`src/rtl/logic_unit_arbiter_pkg.sv`:
```
// Shared definitions for the logic-unit arbiter: operation codes, FSM state
// codes and a small index helper used by the round-robin pointer.
package logic_unit_arbiter_pkg;

    typedef logic [1:0] op_t;

    localparam op_t OP_AND  = 2'b00;
    localparam op_t OP_OR   = 2'b01;
    localparam op_t OP_XOR  = 2'b10;
    localparam op_t OP_NAND = 2'b11;

    localparam logic [1:0] ST_IDLE = 2'd0;
    localparam logic [1:0] ST_EXEC = 2'd1;
    localparam logic [1:0] ST_RESP = 2'd2;

    // Index following idx, wrapping to 0 after last_idx.
    function automatic logic [2:0] next_index(input logic [2:0] idx, input logic [2:0] last_idx);
        logic [2:0] nxt;
        if (idx == last_idx) begin
            nxt = 3'd0;
        end else begin
            nxt = idx + 3'd1;
        end
        return nxt;
    endfunction

endpackage

```
`src/rtl/logic_unit_arbiter_if.sv`:
```
// Command/response bundle between the requesters and the logic-unit arbiter.
// master = requester side, slave = arbiter side.
interface logic_unit_arbiter_if #(
    parameter int NUM_REQ = 4,
    parameter int WIDTH   = 8
);
    logic [NUM_REQ-1:0]       req_valid;
    logic [NUM_REQ-1:0]       req_ready;
    logic [2*NUM_REQ-1:0]     req_op;
    logic [WIDTH*NUM_REQ-1:0] req_a;
    logic [WIDTH*NUM_REQ-1:0] req_b;
    logic [NUM_REQ-1:0]       rsp_valid;
    logic [NUM_REQ-1:0]       rsp_ready;
    logic [WIDTH-1:0]         rsp_data;
    logic [2:0]               grant_id;
    logic                     busy;

    modport master (
        output req_valid, req_op, req_a, req_b, rsp_ready,
        input  req_ready, rsp_valid, rsp_data, grant_id, busy
    );

    modport slave (
        input  req_valid, req_op, req_a, req_b, rsp_ready,
        output req_ready, rsp_valid, rsp_data, grant_id, busy
    );
endinterface

```
`src/rtl/logic_unit_arbiter_logic_unit.sv`:
```
// Combinational bitwise logic unit: AND / OR / XOR / NAND, no carries or flags.
module logic_unit
    import logic_unit_arbiter_pkg::*;
#(
    parameter int WIDTH = 8
) (
    input  logic [WIDTH-1:0] a,
    input  logic [WIDTH-1:0] b,
    input  op_t              op,
    output logic [WIDTH-1:0] y
);

    // Select the bitwise function named by op.
    always_comb begin
        y = {WIDTH{1'b0}};
        case (op)
            OP_AND:  y = a & b;
            OP_OR:   y = a | b;
            OP_XOR:  y = a ^ b;
            OP_NAND: y = ~(a & b);
            default: y = {WIDTH{1'b0}};
        endcase
    end

endmodule

```
`src/rtl/logic_unit_arbiter.sv`:
```
// Round-robin arbiter sharing one logic unit among NUM_REQ requesters.
// One transaction at a time: IDLE (accept) -> EXEC (compute) -> RESP (return).
module logic_unit_arbiter
    import logic_unit_arbiter_pkg::*;
#(
    parameter int NUM_REQ = 4,
    parameter int WIDTH   = 8
) (
    input logic                 clk,
    input logic                 rst,
    logic_unit_arbiter_if.slave bus
);

    localparam logic [2:0]         LAST_IDX  = 3'(NUM_REQ - 1);
    localparam logic [NUM_REQ-1:0] ONE_HOT_0 = {{(NUM_REQ-1){1'b0}}, 1'b1};

    logic [1:0]         state_r;
    logic [2:0]         ptr_r;
    logic [2:0]         grant_r;
    op_t                op_r;
    logic [WIDTH-1:0]   a_r;
    logic [WIDTH-1:0]   b_r;
    logic [WIDTH-1:0]   rsp_data_r;
    logic [NUM_REQ-1:0] rsp_valid_r;
    logic               busy_r;

    logic               hi_found_s;
    logic               lo_found_s;
    logic [2:0]         hi_idx_s;
    logic [2:0]         lo_idx_s;
    logic               win_found_s;
    logic [2:0]         win_idx_s;
    op_t                sel_op_s;
    logic [WIDTH-1:0]   sel_a_s;
    logic [WIDTH-1:0]   sel_b_s;
    logic [NUM_REQ-1:0] req_ready_s;
    logic [WIDTH-1:0]   lu_y_s;
    logic               rsp_hs_s;

    // Round-robin search: lowest valid index at/after the pointer, else lowest valid below it.
    always_comb begin
        hi_found_s = 1'b0;
        lo_found_s = 1'b0;
        hi_idx_s   = 3'd0;
        lo_idx_s   = 3'd0;
        for (int i = NUM_REQ - 1; i >= 0; i--) begin
            if (bus.req_valid[i] && (i >= int'(ptr_r))) begin
                hi_found_s = 1'b1;
                hi_idx_s   = 3'(i);
            end else if (bus.req_valid[i]) begin
                lo_found_s = 1'b1;
                lo_idx_s   = 3'(i);
            end else begin
                hi_found_s = hi_found_s;
            end
        end
        win_found_s = hi_found_s | lo_found_s;
        win_idx_s   = hi_found_s ? hi_idx_s : lo_idx_s;
    end

    // Pick the winner's command fields out of the packed request buses.
    always_comb begin
        sel_op_s = OP_AND;
        sel_a_s  = {WIDTH{1'b0}};
        sel_b_s  = {WIDTH{1'b0}};
        for (int i = 0; i < NUM_REQ; i++) begin
            if (win_idx_s == 3'(i)) begin
                sel_op_s = bus.req_op[2*i +: 2];
                sel_a_s  = bus.req_a[WIDTH*i +: WIDTH];
                sel_b_s  = bus.req_b[WIDTH*i +: WIDTH];
            end else begin
                sel_op_s = sel_op_s;
            end
        end
    end

    // Accept strobe: only in IDLE, only for the winner, suppressed while reset is held.
    always_comb begin
        req_ready_s = {NUM_REQ{1'b0}};
        if (!rst && (state_r == ST_IDLE) && win_found_s) begin
            req_ready_s = ONE_HOT_0 << win_idx_s;
        end else begin
            req_ready_s = {NUM_REQ{1'b0}};
        end
    end

    // Only the granted requester's rsp_ready can complete the response.
    assign rsp_hs_s = |(bus.rsp_ready & rsp_valid_r);

    logic_unit #(.WIDTH(WIDTH)) u_logic_unit (
        .a  (a_r),
        .b  (b_r),
        .op (op_r),
        .y  (lu_y_s)
    );

    // Transaction FSM with operand latch, result register and round-robin pointer.
    always_ff @(posedge clk) begin
        if (rst) begin
            state_r     <= ST_IDLE;
            ptr_r       <= 3'd0;
            grant_r     <= 3'd0;
            op_r        <= OP_AND;
            a_r         <= {WIDTH{1'b0}};
            b_r         <= {WIDTH{1'b0}};
            rsp_data_r  <= {WIDTH{1'b0}};
            rsp_valid_r <= {NUM_REQ{1'b0}};
            busy_r      <= 1'b0;
        end else begin
            case (state_r)
                ST_IDLE: begin
                    if (win_found_s) begin
                        op_r    <= sel_op_s;
                        a_r     <= sel_a_s;
                        b_r     <= sel_b_s;
                        grant_r <= win_idx_s;
                        busy_r  <= 1'b1;
                        state_r <= ST_EXEC;
                    end else begin
                        state_r <= ST_IDLE;
                    end
                end
                ST_EXEC: begin
                    rsp_data_r  <= lu_y_s;
                    rsp_valid_r <= ONE_HOT_0 << grant_r;
                    state_r     <= ST_RESP;
                end
                ST_RESP: begin
                    if (rsp_hs_s) begin
                        rsp_valid_r <= {NUM_REQ{1'b0}};
                        ptr_r       <= next_index(grant_r, LAST_IDX);
                        busy_r      <= 1'b0;
                        state_r     <= ST_IDLE;
                    end else begin
                        state_r <= ST_RESP;
                    end
                end
                default: begin
                    rsp_valid_r <= {NUM_REQ{1'b0}};
                    busy_r      <= 1'b0;
                    state_r     <= ST_IDLE;
                end
            endcase
        end
    end

    assign bus.req_ready = req_ready_s;
    assign bus.rsp_valid = rsp_valid_r;
    assign bus.rsp_data  = rsp_data_r;
    assign bus.grant_id  = grant_r;
    assign bus.busy      = busy_r;

endmodule

```
`src/flat_wrapper.sv`:
```
// flat-port wrapper written by rule: the top's interface ports become plain ports
module logic_unit_arbiter_flat import logic_unit_arbiter_pkg::*;
#(
    parameter int NUM_REQ = 4,
    parameter int WIDTH   = 8
)
  (clk, rst, bus_req_valid, bus_req_op, bus_req_a, bus_req_b, bus_rsp_ready, bus_req_ready, bus_rsp_valid, bus_rsp_data, bus_grant_id, bus_busy);
  logic_unit_arbiter_if #(.NUM_REQ(NUM_REQ), .WIDTH(WIDTH)) bus_i ();
  input logic clk;
  input logic rst;
  input wire logic [$bits(bus_i.req_valid)-1:0] bus_req_valid;
  input wire logic [$bits(bus_i.req_op)-1:0] bus_req_op;
  input wire logic [$bits(bus_i.req_a)-1:0] bus_req_a;
  input wire logic [$bits(bus_i.req_b)-1:0] bus_req_b;
  input wire logic [$bits(bus_i.rsp_ready)-1:0] bus_rsp_ready;
  output wire logic [$bits(bus_i.req_ready)-1:0] bus_req_ready;
  output wire logic [$bits(bus_i.rsp_valid)-1:0] bus_rsp_valid;
  output wire logic [$bits(bus_i.rsp_data)-1:0] bus_rsp_data;
  output wire logic [$bits(bus_i.grant_id)-1:0] bus_grant_id;
  output wire logic [$bits(bus_i.busy)-1:0] bus_busy;
  assign bus_i.req_valid = bus_req_valid;
  assign bus_i.req_op = bus_req_op;
  assign bus_i.req_a = bus_req_a;
  assign bus_i.req_b = bus_req_b;
  assign bus_i.rsp_ready = bus_rsp_ready;
  assign bus_req_ready = bus_i.req_ready;
  assign bus_rsp_valid = bus_i.rsp_valid;
  assign bus_rsp_data = bus_i.rsp_data;
  assign bus_grant_id = bus_i.grant_id;
  assign bus_busy = bus_i.busy;
  logic_unit_arbiter #(.NUM_REQ(NUM_REQ), .WIDTH(WIDTH)) u_core (.clk(clk), .rst(rst), .bus(bus_i));
endmodule
```
`config.mk`:
```
export PLATFORM = sky130hd
export DESIGN_NAME = logic_unit_arbiter_flat
export DESIGN_NICKNAME = d
export VERILOG_FILES = /design/src/rtl/logic_unit_arbiter_pkg.sv /design/src/rtl/logic_unit_arbiter_if.sv /design/src/rtl/logic_unit_arbiter_logic_unit.sv /design/src/rtl/logic_unit_arbiter.sv /design/src/flat_wrapper.sv
export SDC_FILE = /design/constraint.sdc
export NUM_CORES = 1
export LEC_CHECK = 0
export CAP_MARGIN = 20
export CORE_UTILIZATION = 42
export CTS_BUF_LIST = sky130_fd_sc_hd__clkbuf_2 sky130_fd_sc_hd__clkbuf_4 sky130_fd_sc_hd__clkbuf_8
export DETAILED_ROUTE_END_ITERATION = 8
export GPL_TIMING_DRIVEN = 0
export PLACE_DENSITY = 0.79
export SYNTH_ARGS = -nofsm -noshare
export SYNTH_HDL_FRONTEND = slang
export SYNTH_SLANG_ARGS = --single-unit
export TNS_END_PERCENT = 1
```
`constraint.sdc`:
```
create_clock -name clk -period 1.5 [get_ports clk]
set_input_delay 0.15 -clock clk [delete_from_list [all_inputs] [get_ports clk]]
set_output_delay 0.15 -clock clk [all_outputs]
set_load 0.03 [all_outputs]
```
== Word level (Yosys, flattened, before mapping) ==
Cells that the tools add are included.

* Flip-flop bits (word level): 39
* Input port bits: 82
* Output and inout bits: 20
* Logic and storage cells: 98

* Add/subtract/negate cells: 1
* Magnitude comparators: 4
* Equal/unequal tests: 11
* Shifts and indexed selects: 2
* Multiplexer cells: 48
* Bitwise gates (word level): 8
* Reductions and logical operators: 15

{| class="wikitable"
|+ Operators with widths
! operator !! count
|-
| two-way mux 8 bit || 8
|-
| case mux 8 bit (4 select lines) || 1
|-
| two-way mux 3 bit || 9
|-
| two-way mux 2 bit || 10
|-
| two-way mux 1 bit || 15
|-
| case mux 4 bit (3 select lines) || 1
|-
| equality test 3 x 2 -> 1 bit (second input constant) || 3
|-
| bitwise AND 8 bit || 1
|-
| two-way mux 4 bit || 2
|-
| NOT 8 bit || 1
|-
| OR 8 bit || 1
|-
| << shifter 1 x 3 -> 4 bit (first input constant) || 2
|-
| XOR 8 bit || 1
|-
| equality test 2 bit (second input constant) || 3
|-
| >= comparator 1 x 3 -> 1 bit (first input constant) || 2
|-
| >= comparator 2 x 3 -> 1 bit (first input constant) || 2
|-
| logical AND 1 bit || 6
|-
| case mux 2 bit (3 select lines) || 1
|-
| AND reduction 2 bit || 3
|-
| bitwise AND 4 bit || 1
|-
| equality test 2 x 1 -> 1 bit (second input constant) || 2
|-
| zero test 2 bit || 2
|-
| != test 2 x 1 -> 1 bit (second input constant) || 2
|-
| OR reduction 4 bit || 1
|-
| 8 further kinds || 9
|}

== Longest topological paths before layout ==
Gate-level depths: netlist of the first run.

* Word-level depth: 15
* Mapped depth: 7
* Gate-level depth less buffers: 6

== Modules after synthesis ==
A second synthesis of the first run with hierarchy kept.

* Cell total of the unflattened synthesis: 313
* Area, all modules: 2912.8 um2

{| class="wikitable"
|+ By module, submodules not included
! module !! times used !! cells an instance !! area an instance (um2) !! sequential area each (um2)
|-
| logic_unit_arbiter || 1 || 254 || 2359.8 || 740.7
|-
| logic_unit || 1 || 59 || 553.0 || 0.0
|}

== Worst setup path before layout of the first run ==
OpenSTA, ideal clock, no wires.

* Kind: register -> output
* From: register u_core.ptr_r[1]
* To: output bus_req_ready[1]
* Arrival time: 1601 ps
* Data required time: 1350 ps
* Slack: -251 ps
* Cell stages (with the launch flop): 7
* Buffers on the path: 2
* Cell sequence: dfxtp_1 -> mux2i_1 -> or2_1 -> buf_2 -> buf_2 -> nand3_1 -> nor2_1

* Longest elaborated chain between the ends: 12
* Elaborated cells between the ends (all ways): 35
* Classes of those cells: order compare (4); shift (1); mux (24); bitwise (1); reduce/logical (5)

{| class="wikitable"
|+ RTL lines
! item !! line !! RTL
|-
| from (decl) || logic_unit_arbiter.sv:18 || <nowiki>logic [2:0] ptr_r;</nowiki>
|-
| from (signal assigned) || logic_unit_arbiter.sv:131 || <nowiki>ptr_r <= next_index(grant_r, LAST_IDX);</nowiki>
|-
| >= comparator 2 x 3 -> 1 bit || logic_unit_arbiter.sv:47 || <nowiki>if (bus.req_valid[i] && (i >= int'(ptr_r))) begin</nowiki>
|-
| logical AND 1 bit || logic_unit_arbiter.sv:47 ||
|-
| two-way mux 3 bit or two-way mux 1 bit (tied branches) || logic_unit_arbiter.sv:47 ||
|-
| two-way mux 3 bit or two-way mux 1 bit (tied branches) || logic_unit_arbiter.sv:50 || <nowiki>end else if (bus.req_valid[i]) begin</nowiki>
|-
| two-way mux 3 bit or two-way mux 1 bit (tied branches) || logic_unit_arbiter.sv:47 ||
|-
| two-way mux 3 bit or two-way mux 1 bit (tied branches) || logic_unit_arbiter.sv:50 ||
|-
| two-way mux 3 bit or two-way mux 1 bit (tied branches) || logic_unit_arbiter.sv:47 ||
|-
| two-way mux 3 bit or two-way mux 1 bit (tied branches) || logic_unit_arbiter.sv:50 ||
|-
| two-way mux 3 bit or two-way mux 1 bit (tied branches) || logic_unit_arbiter.sv:47 ||
|-
| two-way mux 3 bit or OR 1 bit (tied branches) || logic_unit_arbiter.sv:58, logic_unit_arbiter.sv:57 ||
|-
| << shifter 1 x 3 -> 4 bit or logical AND 1 bit (tied branches) || logic_unit_arbiter.sv:81, logic_unit_arbiter.sv:80 ||
|-
| two-way mux 4 bit (*) || logic_unit_arbiter.sv:80 || <nowiki>if (!rst && (state_r == ST_IDLE) && win_found_s) begin</nowiki>
|-
| to (decl) || flat_wrapper.sv:16 || <nowiki>output wire logic [$bits(bus_i.req_ready)-1:0] bus_req_ready;</nowiki>
|}

Mark *: on every way between the ends. The rest lies on a longest branch, timed or not.

== Worst setup path in the final report of the first run ==
Ends and elaborated chain as after synthesis.

==> impl_metrics.py, run 1 <==
metrics = {
    "worst_setup_path": {
        "r2r_slack_ps": -250,
        "worstPathArrival_ps": 1690,
        "critPathLaunchType": "flop",
        "cpMostUsedCell": "buf_6",
        "worstPathRequired_ps": 1350,
        "crit_fanout": 9,
        "path_class": "reg -> out",
        "path_cells": "mux2i_4 > or2_1 > buf_6 > buf_8 > nand3_4 > nor2_4 > buf_6",
        "slowest_delay_ps": 400,
        "end_kind": "output port",
        "slowest_stage": "dfxtp_4",
    },
    "power": {
        "p_leak_uw": 0.00189,
        "powerDensity_mw_per_mm2": 756,
        "ir_drop_v": 0.000611,
        "p_total_uw": 3330,
    },
    "route": {
        "routed_wirelength_um": 8000,
        "drt_iter0_drc": 140,
        "first_pass_iters": 6,
        "dr_total_vias": 2808,
        "via_per_inst": 5.47,
        "ant_nets": 0,
        "drc": 5,
        "wl_per_cell_um": 15.6,
    },
    "sta": {
        "fin_ws_ps": -345,
        "worst_pin_slew_ps": 512,
        "rsz0062_at_grt": "yes",
        "timing.fmax_mhz": 542,
        "drv_slew": 0,
        "hold_viol_final": 0,
        "slew_headroom_pct": 65.9,
        "setup_viol": 22,
        "whs_ps": 464,
        "finalClockSkew_ps": 9.65,
        "period_needed_ps": 1840,
        "fin_crit_sh_pct": 123,
    },
    "global_routing": {
        "overflow": 0,
        "grt_pass1_vias": 2884,
        "antenna_found_initial": 0,
        "gr-usage-all-layers_pct": 23.4,
        "grt_max_degree": 12,
        "grt_first_pass_wirelength_um": 13400,
    },
    "yosys": {
        "netlist_top_cells_area": "dfxtp_1, ha_1, mux2i_1",
        "ys_ff_latch": 37,
        "synth_area_leader_cell": "dfxtp_1",
        "synth_top_area_share_pct": 25.9,
        "syn_area_per_cell_um2": 9.12,
        "syn_nets": 416,
        "synth_area_mm2": 0.00287,
        "synthFlopType": "dfxtp_1",
        "ys_async_sr_fraction_pct": 0,
        "yosysSeqAreaShare_pct": 25.9,
        "yosysUniqueCellTypes": 41,
        "synth_edf_count": 0,
        "synth_cells": 314,
        "yosys_warnings": 0,
    },
    "placed_design": {
        "gp_congestion": 0.846,
        "hpwl_um": 5960,
        "placed_cell_area_mm2": 0.00398,
        "portBuffers": 100,
        "dp_slack_ps": -1090,
    },
    "cells_and_area": {
        "drive_gt1_share_pct": 28.2,
        "mostFrequentLayoutCell": "clkdlybuf4s50_1",
        "fillCellCount": 520,
        "diodes": 0,
        "layout.nets": 537,
        "fin_area_mm2": 0.00441,
        "area_delta_synth_final_pct": 53.9,
        "layout_common_cells": "clkdlybuf4s50_1, dfxtp_1, nand2_1",
    },
    "status": {
        "status": "finished with violations",
        "violations": "design-rule violations, negative setup slack",
    },
    "floorplan": {
        "die_w_um": 84.6,
        "num_io_pins": 102,
        "core_mm2": 0.00646,
        "initial_core_util_pct": 44.4,
        "die_y_um": 84.6,
        "dieArea_mm2": 0.00716,
        "std_cell_rows": 29,
    },
    "clocking": {
        "ctsRootBufferMaster": "clkbuf_8",
        "cts_buffers": 5,
        "clockBufferDepth": 2,
        "cts_tree": "built",
        "clk_pin_slew_ps": 70,
        "clock_sinks": 37,
        "clk-insertion-delay-late_ps": 290,
        "h-tree-depth": 2,
    },
    "run": {
        "max_cap_viol_count": 0,
    },
    "min_path": {
        "hold_path_class": "reg -> reg",
    },
}
==> repair_timing <==
action | 4_1_cts | 5_1_grt
pin swaps | 8 | 3
endpoints found under the setup margin | 35 | 39
hold buffers | 0 | 0
buffers inserted | 9 | 5
resized for setup | 78 | 20
==> worst max-delay path, delay by kind of cell, from the launching register on <==
| kind | cells | cell delay (ps) |
|---|---|---|
| mux | 1 | 270 |
| flops | 1 | 400 |
| buf+inv | 3 | 380 |
| simple gates | 3 | 330 |
==> report_power, final <==
group | internal, uW | switching [uW]
Combinational | 656 | 593
Clock | 560 | 348
Sequential | 1080 | 93.5
Total | 2300 | 1030
==> path summary, 6_finish.rpt <==
path | startpoint | endpoint | cells after the start
max | u_core.ptr_r[1] | bus_req_ready[1] | 7
min | u_core.bus.busy | u_core.bus.busy | 2
max reg2reg | u_core.ptr_r[1] | u_core.op_r[1] | 7
min reg2reg | u_core.bus.busy | u_core.bus.busy | 2
==> final cells by class <==
type	instances	area [um2]	share of cell area, %
multi-input cells	233	2020	45.9
repair buffers	114	1140	25.8
flip-flops and latches	37	749	17.0
plain buffers	25	214	4.85
well taps	77	96.3	2.19
clock buffers	7	90.1	2.04
inverters	19	71.3	1.62
clock inverters	1	30.0	0.681
==> state kept, by name, indices dropped and copies added (netlist names) <==
name,count
u_core.ptr_r,2
u_core.a_r,8
u_core.b_r,8
u_core.state_r,2
u_core.bus.grant_id,2
u_core.bus.busy,1
u_core.bus.rsp_valid,4
u_core.op_r,2
u_core.bus.rsp_data,8
==> stage by stage <==
stage / TNS [ps] / instances / util, %
after floorplan: -2260 / 314 / -
after global placement: -17270 / 491 / 61.7
after detailed placement: -18750 / 491 / 61.7
after CTS: -4070 / 508 / 66.8
after global routing: -6250 / 513 / 68.3
final: -4410 / 513 / 68.3
==> Yosys cell counts, types with 2 or more instances <==
| master | n |
|---|---|
| a211oi_1 | 16 |
| a21o_2 | 7 |
| a21o_4 | 10 |
| a21oi_1 | 13 |
| a21oi_4 | 2 |
| a22oi_1 | 6 |
| buf_2 | 8 |
| buf_4 | 5 |
| buf_6 | 2 |
| clkbuf_1 | 7 |
| dfxtp_1 | 37 |
| ha_1 | 20 |
| inv_1 | 19 |
| mux2_2 | 8 |
| mux2i_1 | 23 |
| nand2_1 | 23 |
| nand2b_1 | 3 |
| nand4_1 | 17 |
| nor2_1 | 23 |
| nor2_2 | 2 |
| nor2b_1 | 10 |
| o211ai_2 | 17 |
| o31ai_1 | 17 |
| or2_1 | 2 |
==> routing by layer <==
metal	vias to the layer above	track usage [%]	part of all wire, %
li1	1388	-	-
met1	1306	27.7	43
met2	102	41.1	50
met3	12	5.51	4.9
met4	0	8.94	1.8
met5	-	0	0
==> cell families (layout without fill, tap and decap cells) <==
family,Yosys count,count (layout),synth area share (%)
other cells,1,1,0.131
buf+inv,44,166,7.90
fa+ha+maj,20,20,8.73
simple gates,88,88,15.9
mux,31,31,11.2
compound gates,93,93,30.3
flops,37,37,25.9
No activity file was read; power rests on OpenSTA's default activity.
==> inputs of run 2 (changes only) <==
Settings changed: HOLD_SLACK_MARGIN set to 0.05.
==> results of run 2 <==
Same layout as run 1: the final DEF is identical, and so are final timing and power.
==> inputs of run 3 (changes only) <==
Settings changed: CTS_CLUSTER_DIAMETER set to 100, SLEW_MARGIN set to 25.
==> results of run 3 <==
Same layout as run 1: the final DEF is identical, and so are final timing and power.
